<file path="src/rtl/etch_pen_ctl.sv">
// -----------------------------------------------------------------------------
// etch_pen_ctl
//   Etch-a-Sketch pen sequencer. It sits between two rotary step decoders and
//   the LCD framebuffer.
//   - Integrates cw/ccw step pulses into a saturating (x,y) pen position.
//   - Plots the pen pixel into the framebuffer through an Avalon-MM write master.
//   - Sweeps the whole framebuffer with the background colour when asked to
//     (clear screen). The pen is redrawn once after every sweep.
//   - Owns the single framebuffer write port. Clear and draw traffic never
//     overlap, and at most one write is outstanding at any time.
//
// Ports
//   clk_clk          in   1       system clock
//   reset_reset_n    in   1       asynchronous active-low reset
//   x_cw / x_ccw     in   1       one-cycle step pulses, x axis
//   y_cw / y_ccw     in   1       one-cycle step pulses, y axis
//   clear_req        in   1       one-cycle pulse: request a screen clear
//   pen_colour       in   24      RGB888 draw colour, sampled when a draw issues
//   bg_colour        in   24      RGB888 clear colour, sampled on each clear write
//   avm_address      out  ADDR_W  framebuffer word address (y*WIDTH+x)
//   avm_write        out  1       write strobe
//   avm_writedata    out  24      pixel data
//   avm_waitrequest  in   1       slave stall
//   pos_x / pos_y    out  X_W/Y_W current pen position
//   busy             out  1       high whenever a draw or a sweep is in progress
// -----------------------------------------------------------------------------
module etch_pen_ctl #(
  parameter int WIDTH          = 800,
  parameter int HEIGHT         = 480,
  parameter int X_W            = 10,
  parameter int Y_W            = 9,
  parameter int ADDR_W         = 19,
  parameter int X_INIT         = 400,
  parameter int Y_INIT         = 240,
  parameter int CLEAR_ON_RESET = 1
) (
  input  logic              clk_clk,
  input  logic              reset_reset_n,
  input  logic              x_cw,
  input  logic              x_ccw,
  input  logic              y_cw,
  input  logic              y_ccw,
  input  logic              clear_req,
  input  logic [23:0]       pen_colour,
  input  logic [23:0]       bg_colour,
  output logic [ADDR_W-1:0] avm_address,
  output logic              avm_write,
  output logic [23:0]       avm_writedata,
  input  logic              avm_waitrequest,
  output logic [X_W-1:0]    pos_x,
  output logic [Y_W-1:0]    pos_y,
  output logic              busy
);

  typedef enum logic [1:0] {S_IDLE, S_DRAW, S_CLEAR} state_t;

  localparam logic [X_W-1:0]    X_MAX     = X_W'(WIDTH - 1);
  localparam logic [Y_W-1:0]    Y_MAX     = Y_W'(HEIGHT - 1);
  localparam logic [ADDR_W-1:0] LAST_ADDR = ADDR_W'(WIDTH * HEIGHT - 1);

  state_t              state, state_nxt;
  logic                dirty, dirty_nxt;
  logic                clear_pend, clear_pend_nxt;
  logic                write_nxt;
  logic [ADDR_W-1:0]   addr_nxt;
  logic [23:0]         data_nxt;
  logic [X_W-1:0]      pos_x_nxt;
  logic [Y_W-1:0]      pos_y_nxt;

  // Position stepping. Opposing pulses on one axis cancel. A step that would
  // leave the screen is dropped, so it is not counted as movement.
  logic x_up, x_dn, y_up, y_dn, moved;
  assign x_up  = x_cw  & ~x_ccw & (pos_x != X_MAX);
  assign x_dn  = x_ccw & ~x_cw  & (pos_x != '0);
  assign y_up  = y_cw  & ~y_ccw & (pos_y != Y_MAX);
  assign y_dn  = y_ccw & ~y_cw  & (pos_y != '0);
  assign moved = x_up | x_dn | y_up | y_dn;

  assign pos_x_nxt = x_up ? pos_x + X_W'(1) : (x_dn ? pos_x - X_W'(1) : pos_x);
  assign pos_y_nxt = y_up ? pos_y + Y_W'(1) : (y_dn ? pos_y - Y_W'(1) : pos_y);

  // Both operands are widened to ADDR_W before the multiply so that the
  // product y*WIDTH cannot lose high bits.
  logic [ADDR_W-1:0] pen_addr;
  assign pen_addr = ADDR_W'(pos_y) * ADDR_W'(WIDTH) + ADDR_W'(pos_x);

  logic accept;
  assign accept = avm_write & ~avm_waitrequest;

  assign busy = (state != S_IDLE);

  always_comb begin
    // NOTE: every signal gets a default before the case statement. Without
    // these defaults, a path that does not assign a signal would infer a latch.
    state_nxt      = state;
    write_nxt      = avm_write;
    addr_nxt       = avm_address;
    data_nxt       = avm_writedata;
    dirty_nxt      = dirty | moved;
    clear_pend_nxt = clear_pend | (clear_req & (state != S_CLEAR));

    unique case (state)
      S_IDLE: begin
        if (clear_pend) begin
          state_nxt = S_CLEAR;
          write_nxt = 1'b1;
          addr_nxt  = '0;
          data_nxt  = bg_colour;
        end else if (dirty) begin
          state_nxt = S_DRAW;
          write_nxt = 1'b1;
          addr_nxt  = pen_addr;
          data_nxt  = pen_colour;
          // A step in this same cycle is not in the latched address, so that
          // step must keep dirty set.
          dirty_nxt = moved;
        end
      end
      S_DRAW: begin
        if (accept) begin
          state_nxt = S_IDLE;
          write_nxt = 1'b0;
        end
      end
      S_CLEAR: begin
        if (accept) begin
          if (avm_address == LAST_ADDR) begin
            state_nxt      = S_IDLE;
            write_nxt      = 1'b0;
            clear_pend_nxt = 1'b0;
            dirty_nxt      = 1'b1;
          end else begin
            addr_nxt = avm_address + ADDR_W'(1);
            data_nxt = bg_colour;
          end
        end
      end
      default: state_nxt = S_IDLE;
    endcase
  end

  always_ff @(posedge clk_clk or negedge reset_reset_n) begin
    if (!reset_reset_n) begin
      state         <= S_IDLE;
      pos_x         <= X_W'(X_INIT);
      pos_y         <= Y_W'(Y_INIT);
      dirty         <= 1'b0;
      clear_pend    <= (CLEAR_ON_RESET != 0);
      avm_write     <= 1'b0;
      avm_address   <= '0;
      avm_writedata <= '0;
    end else begin
      // NOTE: sequential state uses non-blocking assignments only. Every
      // register therefore samples values from before the clock edge.
      state         <= state_nxt;
      pos_x         <= pos_x_nxt;
      pos_y         <= pos_y_nxt;
      dirty         <= dirty_nxt;
      clear_pend    <= clear_pend_nxt;
      avm_write     <= write_nxt;
      avm_address   <= addr_nxt;
      avm_writedata <= data_nxt;
    end
  end

endmodule
</file>
<file path="config.mk">
export PLATFORM = sky130hd
export DESIGN_NAME = etch_pen_ctl
export DESIGN_NICKNAME = d
export VERILOG_FILES = /design/src/rtl/etch_pen_ctl.sv
export SDC_FILE = /design/constraint.sdc
export NUM_CORES = 1
export LEC_CHECK = 0
export ABC_AREA = 1
export CAP_MARGIN = 20
export CORE_ASPECT_RATIO = 1.4
export CORE_MARGIN = 2
export CORE_UTILIZATION = 51
export CTS_CLUSTER_DIAMETER = 100
export DETAILED_ROUTE_END_ITERATION = 7
export GPL_TIMING_DRIVEN = 0
export PLACE_DENSITY = 0.8
export SETUP_SLACK_MARGIN = 0.4
export SLEW_MARGIN = 20
export SYNTH_ARGS = -nofsm -noshare
export SYNTH_HDL_FRONTEND = slang
export SYNTH_SLANG_ARGS = --single-unit
</file>
<file path="constraint.sdc">
create_clock -name clk_clk -period 3.7 [get_ports clk_clk]
set_input_delay 0.555 -clock clk_clk [delete_from_list [all_inputs] [get_ports clk_clk]]
set_output_delay 0.555 -clock clk_clk [all_outputs]
set_load 0.02 [all_outputs]
</file>
==> metrics.txt <==
Int Power=3.79 mW; CTS hold repair buffers=0; CP max FO=5; Crit path top cell by count=nand2_1; RSZ-0062 raised after global routing=no; Post-Syn Area=5730 um2; largest net degree at the start of global routing=36; YS warnings=0; post-layout util=70.4%; final std cells w/o fill=1071; fraction of layout cells with a size suffix above 1=12.2%; number of global-route vias before repair=5519; f_max=0.316 GHz; Post-Synth Adder-Cell Area=16.0%; sw power=3.97 mW; grt ovf=0; Die Y=129 um; WL/cell=15.0 um; Setup Viol. Count Final=0; CTS tree=yes; initial antenna violation count=0; synth unique cells=38; placed cells=1044; clock buffer depth=2; final net count=1050; complex-gate fraction of the synthesized area=13.7%; initial core utilization=52.5%; largest family of logic cells by synthesized area=simple AND/OR/NAND/NOR gates; final instance area=7690 um2; period utilization=85.7%; crit end category=flip-flop; total power per unit cell area=1010 nW/um2; critical path, cell by cell=inv_2, ha_4, ha_1, inv_1, fa_1, inv_1, ha_4, nand2_4, nor2_2, nand2_2, nand3_2, nand2_1, nand2_2, nand2_4, nor2_4, nand2_1, nand2_1, nand3_1, a21oi_2; cts bufs inserted=9; combinational fraction of design power=73.4%; Die Span X=93.6 um; Area Growth Syn to Fin=34.1%; peak supply drop=0.987 mV; worst skew pair latency=0.34 ns; # H-tree levels=3; buffers added on ports=119; post-synthesis mux area share=0%; Hold Path Class=in2async; Sw Share=51.1%; startpoint types=flip-flop; antenna violation net count after detailed routing=0; max-slew violations=0; Post-DP Area=7120 um2; 1st-iter DRT viols=346; CTS clock-pin slew for the worst setup and hold paths=0.06 ns; Post-Synth XOR/XNOR Area=2.90%; worst clock skew=0.00848 ns; Data arrival, critical path=3.44 ns; io pins=120; row cnt=45; # clock sinks=67; cells after synthesis=783; Vias/cell=5.32; Clock power frac=11.4%; RePlAce Congestion=0.973; Detailed Route WL=16100 um; Die Area=12100 um2; sequential share of power=15.2%; global-route wire length before repair=25700 um; # Max-Cap Violations=0; DRC=0; Mean Syn Cell Area=7.32 um2; register area share after synthesis=29.4%; core area=10900 um2; synthesized flop and latch total=67; drt pass-1 iters=5; setup TNS=0 ns; Final Hold Fails=0; ant diodes=0; relative slew slack=52.0%; Critical Path RT=3.97 ns; CP max stage cell=dfstp_2; routed vias=5694; HPWL Detailed=12000 um; critical path type=reg2reg; Mapped Nets=908; outcome=finished clean; Root Buffer=clkbuf_16; Pleak=3.63 nW; Slew @ Worst Pin=0.717 ns; max incr delay on CP=0.60 ns; gr usage total=26.5%; fin crit period=3.17 ns; simple-gate share of the synthesized area=29.0%
power by group through the flow:
stage	Sequential (mW)	Clock, mW	Combinational [mW]
5_1_grt	1.21	0.932	6.41
3_5_place_dp	1.22	0	4.59
2_1_floorplan	1.34	0	3.29
3_3_place_gp	1.22	0	4.52
4_1_cts	1.19	0.892	4.76
6_report	1.18	0.884	5.70
cells in the mapped netlist:
cell type	number	share of area (%)
nand2_2	2	0.22
a31oi_1	1	0.11
buf_2	2	0.17
nand4_1	20	2.2
o31ai_1	1	0.13
a21oi_1	31	2.7
dfstp_2	8	3.7
o311ai_0	1	0.15
a2bb2oi_1	1	0.15
clkbuf_1	9	0.59
nand3_2	20	3.5
nor3_1	9	0.79
o21ai_1	13	1.1
buf_6	6	1.2
nor2_2	2	0.22
inv_1	102	6.7
a22oi_1	3	0.39
inv_2	6	0.39
xor2_1	10	1.5
o21ai_0	37	3.2
or2_2	3	0.33
ha_1	62	14
o211a_1	1	0.17
o32ai_1	1	0.15
nand3b_1	3	0.39
o22ai_1	7	0.76
o21a_1	24	3.1
o21bai_1	3	0.39
o211ai_1	4	0.52
dfrtp_1	59	26
a21boi_1	2	0.26
a21o_1	1	0.13
fa_1	7	2.4
nand3_1	44	3.8
nand2_1	219	14
o2111ai_1	1	0.15
xnor2_1	9	1.4
nor2_1	49	3.2
layer usage:
metal | vias up | routed length [um] | GRT usage, %
li1 | 2867 | - | -
met1 | 2610 | 6460 | 29.4
met2 | 188 | 8300 | 49.8
met3 | 29 | 944 | 4.88
met4 | 0 | 405 | 10.1
met5 | - | 0 | 0
cell usage in the layout, fill, tap and decap left out, types with 3 or more instances in the layout:
master,n
xor2_1,10
clkbuf_1,9
nand2_1,208
nor2_2,5
nor2_1,43
nand3_1,42
ha_4,7
nand3_2,22
nor2_4,3
o21ai_1,13
inv_2,8
fa_1,6
a21oi_1,29
o21a_1,24
dfstp_2,8
inv_1,100
o211ai_1,4
xnor2_1,9
buf_4,12
dfrtp_1,55
o21bai_1,3
clkbuf_16,9
nor3_1,9
o22ai_1,7
nand4_1,20
a22oi_1,3
buf_6,6
dfrtp_2,4
clkdlybuf4s50_1,118
nand3b_1,3
nand2_4,3
nand2_2,10
ha_1,55
or2_2,3
o21ai_0,37
registers in the layout (all words and copies together) (netlist names):
name	cells
pos_x	10
clear_pend	1
state	2
pos_y	9
avm_write	1
avm_address	19
avm_writedata	24
dirty	1
worst max-delay path: cells and delay by family (launching register included):
kind                       cells  cell delay (ns)
AOI/OAI and AO/OA              1             0.16
adders and majority gates      4             1.29
buffers and inverters          3             0.17
DFF                            1             0.60
and+or+nand+nor               11             0.87
through the flow:
stage | hold slack, ns | total power [mW] | setup WS [ns]
floorplan | 0.259 | 4.63 | 0.547
CTS | 0.185 | 6.85 | 0.395
global placement | 0.471 | 5.73 | -0.317
detailed placement | 0.479 | 5.81 | 0.277
finish | 0.172 | 7.76 | 0.531
global route | 0.203 | 8.55 | 0.322
layout make-up:
cell class                      instances  area [um2]
Inverter                              108         405
Timing Repair Buffer                  131        1290
Buffer                                 17         111
Tap cell                              141         176
Sequential cell                        67        1690
Multi-Input combinational cell        591        3710
Clock buffer                           10         239
Fill cell                             903        3230
Clock inverter                          6        63.8
path summary, 6_finish.rpt:
path	slack, ns	depth (start not counted)	endpoint	startpoint
setup / recovery	0.53	19	avm_address[18]	pos_y[4]
hold / removal	0.17	1	avm_writedata[17]	reset_reset_n
setup reg to reg	0.53	19	avm_address[18]	pos_y[4]
hold reg to reg	0.49	1	avm_writedata[1]	avm_writedata[1]
max in group asynchronous	2.90	2	clear_pend	reset_reset_n
min in group clk_clk	0.49	1	avm_writedata[1]	avm_writedata[1]
timing repair:
action                                  4_1_cts  5_1_grt
cloned                                        0        0
pin swaps                                     0       14
endpoints found under the setup margin        5        8
gates resized for setup                       4       39
setup buffers                                 3        8
logic make-up (layout without fill, tap and decap cells):
logic type	after synthesis	count (layout)
buffers and inverters	125	272
adder cells (fa/ha/maj)	69	69
flip-flops	67	67
XOR/XNOR	19	19
AO/OA/AOI/OAI	132	132
AND/OR/NAND/NOR	371	371
(Power assumes the default switching activity.)
